`src/rtl/puf_resp_pkg.sv`:
```
// rtl/puf_resp_pkg.sv - shared state encoding and width helpers for the PUF response collector
package puf_resp_pkg;

   typedef enum logic [2:0] {
      IDLE   = 3'd0,
      ARM    = 3'd1,
      FIRE   = 3'd2,
      SAMPLE = 3'd3,
      VOTE   = 3'd4,
      DONE   = 3'd5
   } state_t;

   localparam int DEF_RESP_BITS     = 32;
   localparam int DEF_NUM_EVAL      = 5;
   localparam int DEF_SETTLE_CYCLES = 8;

   function automatic int clog2(input int n);
      int r;
      r = 0;
      for (int i = 0; i < 32; i++) begin
         if ((64'd1 << i) < 64'(n)) r = i + 1;
      end
      return r;
   endfunction

   // Bits needed to hold the values 0..max_val, never less than one.
   function automatic int cnt_width(input int max_val);
      int w;
      w = clog2(max_val + 1);
      return (w < 1) ? 1 : w;
   endfunction

   localparam int SETTLE_W = cnt_width(DEF_SETTLE_CYCLES - 1);
   localparam int EVAL_W   = cnt_width(DEF_NUM_EVAL - 1);
   localparam int BIT_W    = cnt_width(DEF_RESP_BITS - 1);

endpackage

```
`src/rtl/puf_bit_sync.sv`:
```
// rtl/puf_bit_sync.sv - two-flop synchronizer for the asynchronous XOR network output
module puf_bit_sync (
   input  logic clk,
   input  logic rst_n,
   input  logic d,
   output logic q
);

   logic meta;

   always_ff @(posedge clk or negedge rst_n) begin
      if (!rst_n) begin
         meta <= 1'b0;
         q    <= 1'b0;
      end else begin
         meta <= d;
         q    <= meta;
      end
   end

endmodule

```
`src/rtl/puf_response_collector.sv`:
```
// rtl/puf_response_collector.sv - fires the PDL PUF, majority-votes repeated samples per challenge
// and assembles RESP_BITS voted bits into one word with an unstable-bit count.
module puf_response_collector
   import puf_resp_pkg::*;
#(
   parameter int RESP_BITS     = DEF_RESP_BITS,
   parameter int NUM_EVAL      = DEF_NUM_EVAL,
   parameter int SETTLE_CYCLES = DEF_SETTLE_CYCLES,
   localparam int UW           = clog2(RESP_BITS + 1)
) (
   input  logic                 clk,
   input  logic                 rst_n,
   input  logic                 start,
   output logic                 busy,
   output logic                 puf_trigger,
   output logic                 chal_next,
   input  logic                 xor_response,
   output logic [RESP_BITS-1:0] resp_data,
   output logic                 resp_valid,
   input  logic                 resp_ready,
   output logic [UW-1:0]        unstable_cnt
);

   localparam int SW = cnt_width(SETTLE_CYCLES - 1);
   localparam int EW = cnt_width(NUM_EVAL - 1);
   localparam int OW = cnt_width(NUM_EVAL);
   localparam int BW = cnt_width(RESP_BITS - 1);

   localparam logic [SW-1:0] SETTLE_LAST = SW'(SETTLE_CYCLES - 1);
   localparam logic [EW-1:0] EVAL_LAST   = EW'(NUM_EVAL - 1);
   localparam logic [BW-1:0] BIT_LAST    = BW'(RESP_BITS - 1);
   localparam logic [OW-1:0] ONES_HALF   = OW'(NUM_EVAL / 2);
   localparam logic [OW-1:0] ONES_ALL    = OW'(NUM_EVAL);

   state_t        state, state_nxt;
   logic [SW-1:0] settle_cnt;
   logic [EW-1:0] eval_cnt;
   logic [OW-1:0] ones_cnt;
   logic [BW-1:0] bit_cnt;
   logic          sampled;
   logic          settle_done;
   logic          vote_bit;

   puf_bit_sync u_sync (
      .clk   (clk),
      .rst_n (rst_n),
      .d     (xor_response),
      .q     (sampled)
   );

   assign settle_done = (settle_cnt == SETTLE_LAST);
   assign vote_bit    = (ones_cnt > ONES_HALF);

   always_ff @(posedge clk or negedge rst_n) begin
      if (!rst_n) state <= IDLE;
      else        state <= state_nxt;
   end

   always_comb begin
      state_nxt   = state;
      busy        = (state != IDLE);
      puf_trigger = 1'b0;
      chal_next   = 1'b0;
      resp_valid  = 1'b0;
      unique case (state)
         IDLE:   if (start) state_nxt = ARM;
         ARM:    if (settle_done) state_nxt = FIRE;
         FIRE: begin
            puf_trigger = 1'b1;
            if (settle_done) state_nxt = SAMPLE;
         end
         SAMPLE: begin
            puf_trigger = 1'b1;
            state_nxt   = (eval_cnt == EVAL_LAST) ? VOTE : ARM;
         end
         VOTE: begin
            chal_next = 1'b1;
            state_nxt = (bit_cnt == BIT_LAST) ? DONE : ARM;
         end
         DONE: begin
            resp_valid = 1'b1;
            if (resp_ready) state_nxt = IDLE;
         end
         default: state_nxt = IDLE;
      endcase
   end

   // Settle timer runs only while the lines are discharging or racing.
   always_ff @(posedge clk or negedge rst_n) begin
      if (!rst_n) begin
         settle_cnt <= '0;
      end else if ((state == ARM) || (state == FIRE)) begin
         settle_cnt <= settle_done ? '0 : settle_cnt + SW'(1);
      end else begin
         settle_cnt <= '0;
      end
   end

   always_ff @(posedge clk or negedge rst_n) begin
      if (!rst_n) begin
         eval_cnt     <= '0;
         ones_cnt     <= '0;
         bit_cnt      <= '0;
         resp_data    <= '0;
         unstable_cnt <= '0;
      end else begin
         unique case (state)
            IDLE: begin
               if (start) begin
                  eval_cnt     <= '0;
                  ones_cnt     <= '0;
                  bit_cnt      <= '0;
                  resp_data    <= '0;
                  unstable_cnt <= '0;
               end
            end
            SAMPLE: begin
               ones_cnt <= ones_cnt + OW'(sampled);
               if (eval_cnt != EVAL_LAST) eval_cnt <= eval_cnt + EW'(1);
            end
            VOTE: begin
               // First challenge's bit shifts up to the MSB by the end of the run.
               resp_data <= {resp_data[RESP_BITS-2:0], vote_bit};
               if ((ones_cnt != '0) && (ones_cnt != ONES_ALL))
                  unstable_cnt <= unstable_cnt + UW'(1);
               eval_cnt <= '0;
               ones_cnt <= '0;
               if (bit_cnt != BIT_LAST) bit_cnt <= bit_cnt + BW'(1);
            end
            default: ;
         endcase
      end
   end

endmodule
```
`config.mk`:
```
export PLATFORM = sky130hd
export DESIGN_NAME = puf_response_collector
export DESIGN_NICKNAME = d
export VERILOG_FILES = /design/src/rtl/puf_resp_pkg.sv /design/src/rtl/puf_bit_sync.sv /design/src/rtl/puf_response_collector.sv
export SDC_FILE = /design/constraint.sdc
export NUM_CORES = 1
export LEC_CHECK = 0
export CORE_MARGIN = 1
export CORE_UTILIZATION = 44
export CTS_CLUSTER_DIAMETER = 100
export DETAILED_ROUTE_END_ITERATION = 12
export GPL_ROUTABILITY_DRIVEN = 0
export PLACE_DENSITY = 0.74
export SLEW_MARGIN = 20
export SYNTH_ARGS = -nofsm -noshare
export SYNTH_HDL_FRONTEND = slang
export SYNTH_SLANG_ARGS = --single-unit
```
`constraint.sdc`:
```
create_clock -name clk -period 2.2 [get_ports clk]
set_input_delay 0.22 -clock clk [delete_from_list [all_inputs] [get_ports clk]]
set_output_delay 0.22 -clock clk [all_outputs]
set_load 0.01 [all_outputs]
```
# [After elaboration in Yosys (flattened, before gate mapping)]
# Index checks and enable logic that the tools add are counted.
[op_classes] eq_ne=18 reduce_logical=14 muxes=24 addsub=5 magnitude_cmp=1
[ops] op="$pmux W32 S2" count=1
[ops] op="$mux W32" count=1
[ops] op="$mux W3" count=10
[ops] op="$pmux W3 S3" count=2
[ops] op="$pmux W3 S6" count=1
[ops] op="$ne A2 B2 Y1 const B" count=7
[ops] op="$eq A3 B3 Y1 const B" count=4
[ops] op="$mux W6" count=2
[ops] op="$pmux W6 S2" count=1
[ops] op="$mux W5" count=2
[ops] op="$pmux W5 S2" count=1
[ops] op="$reduce_and A3 Y1" count=3
[ops] op="$reduce_bool A3 Y1" count=3
[ops] op="$add A3 B1 Y3 const B" count=2
[ops] op="$add A6 B1 Y6 const B" count=1
[ops] op="$eq A3 B2 Y1 const B" count=2
[ops] op="$ne A3 B3 Y1 const B" count=2
[ops] op="$add A5 B1 Y5 const B" count=1
[ops] op="$eq A5 B5 Y1 const B" count=1
[ops] op="$ne A5 B5 Y1 const B" count=1
[ops] op="$reduce_and A2 Y1" count=2
[ops] op="$reduce_and A4 Y1" count=1
[ops] op="$add A3 B1 Y3" count=1
[ops] op="$eq A3 B1 Y1 const B" count=1
[ops] op="other kinds (7)" count=9
[totals] out_inout_bits=42 inputBits=5 register_bits=57

# [Depth between registers and ports, before layout]
[logic_depth] depth_word=4 mapped_depth=7 ltp_nobuf=7

# [By module]
# A second synthesis with hierarchy kept.
[hier_totals] hier_cells=272 hier_area_um2=2617.5
[modules_own_cells] module="puf_response_collector" n_inst=1 seq_area_each_um2=1376.3 area_per_inst_um2=2567.5 cells_per_inst=270
[modules_own_cells] module="puf_bit_sync" n_inst=1 seq_area_each_um2=50.0 area_per_inst_um2=50.0 cells_per_inst=2

# [Worst setup path after synthesis]
# No wires, ideal clock.
[synth_path] path_kind="flip-flop to flip-flop" startpoint="register bit_cnt[0]" endpoint="register bit_cnt[3]" arrival_ns=1.588 slack_ns=0.489 synth_period_minus_slack_ns=1.711 path_stages_with_launch=8 cell_sequence="dfrtp_1 > ha_1 > and3_1 > ha_1 > nor4b_2 > nand4_1 > xor2_1 > nor2_1"
[synth_between] elab_chain_cells=3 elab_cells_between_ends=6
[synth_lines] item="start, declared" line="puf_response_collector.sv:39" source="logic [BW-1:0] bit_cnt;"
[synth_lines] item="start signal, assigned" line="puf_response_collector.sv:128" source="if (bit_cnt != BIT_LAST) bit_cnt <= bit_cnt + BW'(1);"
[synth_lines] item="$add A5 B1 Y5 / $ne A5 B5 Y1 (equally long branches)" line="puf_response_collector.sv:128"
[synth_lines] item="$mux W5 / $ne A2 B2 Y1 (equally long branches)"
[synth_lines] item="$pmux W5 S2 / $reduce_and A3 Y1 (equally long branches)"
# Several ways; a longest one is shown, not always the timed one. The select of a mux whose other input is x is not followed.
# A chain may end at the register's enable or synchronous reset.

# [Final worst setup path]
[layout_path] startpoint="register state[1]" endpoint="output port chal_next"
[layout_between] elab_chain_cells=2
[layout_lines] item="start, declared" line="puf_response_collector.sv:35" source="state_t state, state_nxt;"
[layout_lines] item="start signal, assigned" line="puf_response_collector.sv:56" source="else state <= state_nxt;"
[layout_lines] item="$eq A3 B3 Y1" line="puf_response_collector.sv:65" source="unique case (state)"
[layout_lines] item="$mux W1" line="puf_response_collector.sv:65"
[layout_lines] item="end, declared" line="puf_response_collector.sv:16" source="output logic chal_next,"
# Every way passes these cells.

==> impl_metrics.ini <==
[cts]
clkLatencyLatePin_ps = 320
cts_buffer_depth = 2
clk_pin_slew_ps = 60
htreeDepth = 3
cts_tree = built
clock_tree.root_cell = clkbuf_8
clock_sinks = 57
cts_buffers = 9

[yosys]
synth_area_sq_um = 2570
synth-seq-cells = 57
synth_warnings = 0
syn_nets = 284
netlist-cell-type-count = 42
synth_seq_area_share_pct = 55.4
synth_cells = 270
syn_area_per_cell_sq_um = 9.54

[floorplanning]
fp.dieW_um = 78.5
pin_count = 47
num_rows = 27
die_area_sq_um = 6160
start_util_pct = 46.2
design.core.area_sq_um = 5570
die_y_um = 78.5

[finish]
area_growth_pct = 28.8
num_antenna_cells = 0
nNetsFinal = 332
drive_above_1_share_pct = 8.36
final_cells = 395
fill_cells = 459

[routing]
wl_per_cell_um = 12.6
vias = 2026
top_layer = met4
wl_met3_um = 215
drt-initial-drc-count = 104
drt.antenna.violating_nets = 0
route.detailed.drc = 0
wl_um = 4980
vias_per_cell = 5.13
wl_met1_um = 2460
first_pass_iters = 4
wl_met2_um = 2290

[timing]
slew_viol_final = 0
tightest_slew_ps = 658
hold_viol_final = 0
post-route-min-period_ps = 2070
period_share_pct = 94.0
fmax_mhz = 484
tns_ps = 0
slew_headroom_pct = 56.2
rsz0062_at_grt = no
timing.hold.ws_ps = 338
final.setup_skew_ps = 8.69
setup_viol = 0

[worst_setup_path]
arrival_ps = 1850
required_ps = 1980
end_kind = output port
path_max_fanout = 12
crit_chain = nor3b_4, clkdlybuf4s50_1
startpoint_type = flop
worst_path_largest_cell_delay_ps = 620
worstSetupPathType = flop to output port
crit_slowest_cell = clkdlybuf4s50_1

[power]
finalPower_w = 0.00251
cellLeakagePower_nw = 1.48
power_density_nw_per_um2 = 757
ir_worst_vdd_uv = 630

[placed_design]
dp_hpwl_um = 3440
dp.cells = 378
io_buffers = 46

[grt]
grt_max_degree = 40
antenna_found_initial = 0
grt_pass1_vias = 1904
grt_pass1_wl_um = 8540
grt_use_total_pct = 18.0
grt_remaining_overflow = 0

[run]
cap_violations = 0

[hold_path]
worstHoldPathType = input pin to flop

[outcome]
status = finished clean
==> registers in the layout (all words and copies together), names as in the netlist <==
signal and cells:
u_sync.meta 1, unstable_cnt 6, bit_cnt 5, resp_data 32
settle_cnt 3, state 3, eval_cnt 3, u_sync.q 1
ones_cnt 3
==> area by class of cell <==
class	instances	area (sq um)	area share, %
Clock buffer	14	173	5.21
Clock inverter	2	35.0	1.06
Inverter	6	22.5	0.679
Multi-Input combinational cell	191	1060	31.9
Sequential cell	57	1430	43.0
Tap cell	72	90.1	2.72
Timing Repair Buffer	53	510	15.4
==> repair_timing <==
| action | CTS | global route |
|---|---|---|
| setup endpoints to repair | 0 | 2 |
| resized for setup | 0 | 1 |
| buffers inserted | 0 | 0 |
| hold buffers | 1 | 0 |
| endpoints found under the hold margin | 29 | 0 |
==> report_power, final <==
part	leakage, nW	switching, W	internal, W
Combinational	0.588	0.000237	0.000146
Sequential	0.785	0.0000437	0.00109
Clock	0.107	0.000377	0.000615
==> synth_stat cells (all sizes together) <==
cell / n / share of area (%)
a21o: 2 / 0.58
a21oi: 5 / 0.97
a22o: 3 / 1.0
a22oi: 1 / 0.29
a32o: 1 / 0.39
a41oi: 1 / 0.34
and2: 2 / 0.49
and3: 1 / 0.24
and3b: 1 / 0.34
and4: 1 / 0.34
and4b: 1 / 0.39
buf: 10 / 2.0
clkbuf: 6 / 0.87
dfrtp: 57 / 55
ha: 9 / 4.4
inv: 6 / 0.87
mux2: 2 / 0.87
mux2i: 1 / 0.39
nand2: 76 / 11
nand2b: 2 / 0.49
nand3: 9 / 1.7
nand3b: 1 / 0.29
nand4: 1 / 0.24
nor2: 9 / 1.3
nor2b: 1 / 0.24
nor3: 4 / 0.78
nor3b: 2 / 0.78
nor4: 1 / 0.24
nor4b: 1 / 0.58
o2111ai: 1 / 0.34
o211ai: 3 / 0.87
o21a: 1 / 0.29
o21ai: 40 / 7.9
o2bb2ai: 1 / 0.34
or4: 2 / 0.58
xor2: 5 / 1.7
==> routing by layer <==
layer	vias up	global-route usage [%]
met5	-	0
met4	0	6.11
met3	2	6.28
met2	56	28.0
met1	951	23.1
li1	1017	-
==> cell families (layout without fill, tap and decap cells) <==
group / Yosys count / in the layout / synth area share [%]
fa+ha+maj: 9 / 9 / 4.37
compound gates: 59 / 59 / 13.4
flops: 57 / 57 / 55.4
simple gates: 115 / 115 / 20.2
xor+xnor: 5 / 5 / 1.70
buf+inv: 22 / 75 / 3.74
mux: 3 / 3 / 1.26
==> placed cells by master (no fill, tap or decap), types with 2 or more instances in the layout <==
master,n
o21ai_1,5
clkdlybuf4s50_1,45
mux2_2,2
nand2_1,76
xor2_1,5
o211ai_1,3
o21ai_0,34
dfrtp_1,56
nor2_1,9
clkbuf_8,12
a21o_1,2
buf_4,6
clkbuf_1,2
or4_1,2
nand3_1,9
nand2b_1,2
ha_1,9
a22o_1,3
nor3_1,4
a21oi_1,5
inv_1,6
==> critical path, delay by kind of cell, from the launching register on <==
kind | cells | cell delay [ps]
buffers and inverters | 1 | 620
flip-flops | 1 | 530
AND/OR/NAND/NOR | 1 | 380
==> worst paths after layout <==
kind | startpoint | endpoint | slack (ps) | cells past startpoint
setup / recovery | state[1] | chal_next | 130 | 2
hold / removal | xor_response | u_sync.meta | 340 | 1
setup reg to reg | bit_cnt[0] | bit_cnt[3] | 310 | 7
hold reg to reg | u_sync.meta | u_sync.q | 360 | 0
max in group asynchronous | rst_n | state[2] | 1060 | 3
min in group asynchronous | rst_n | resp_data[22] | 470 | 2
==> through the flow <==
stage	setup slack, ps	cell area (sq um)	utilization (%)
after floorplan	489	2570	-
after global placement	403	3100	55.6
after detailed placement	324	3100	55.6
after CTS	29.2	3320	59.5
after global routing	19.7	3320	59.5
final	133	3320	59.5
Power figures use the tool's default switching activity.
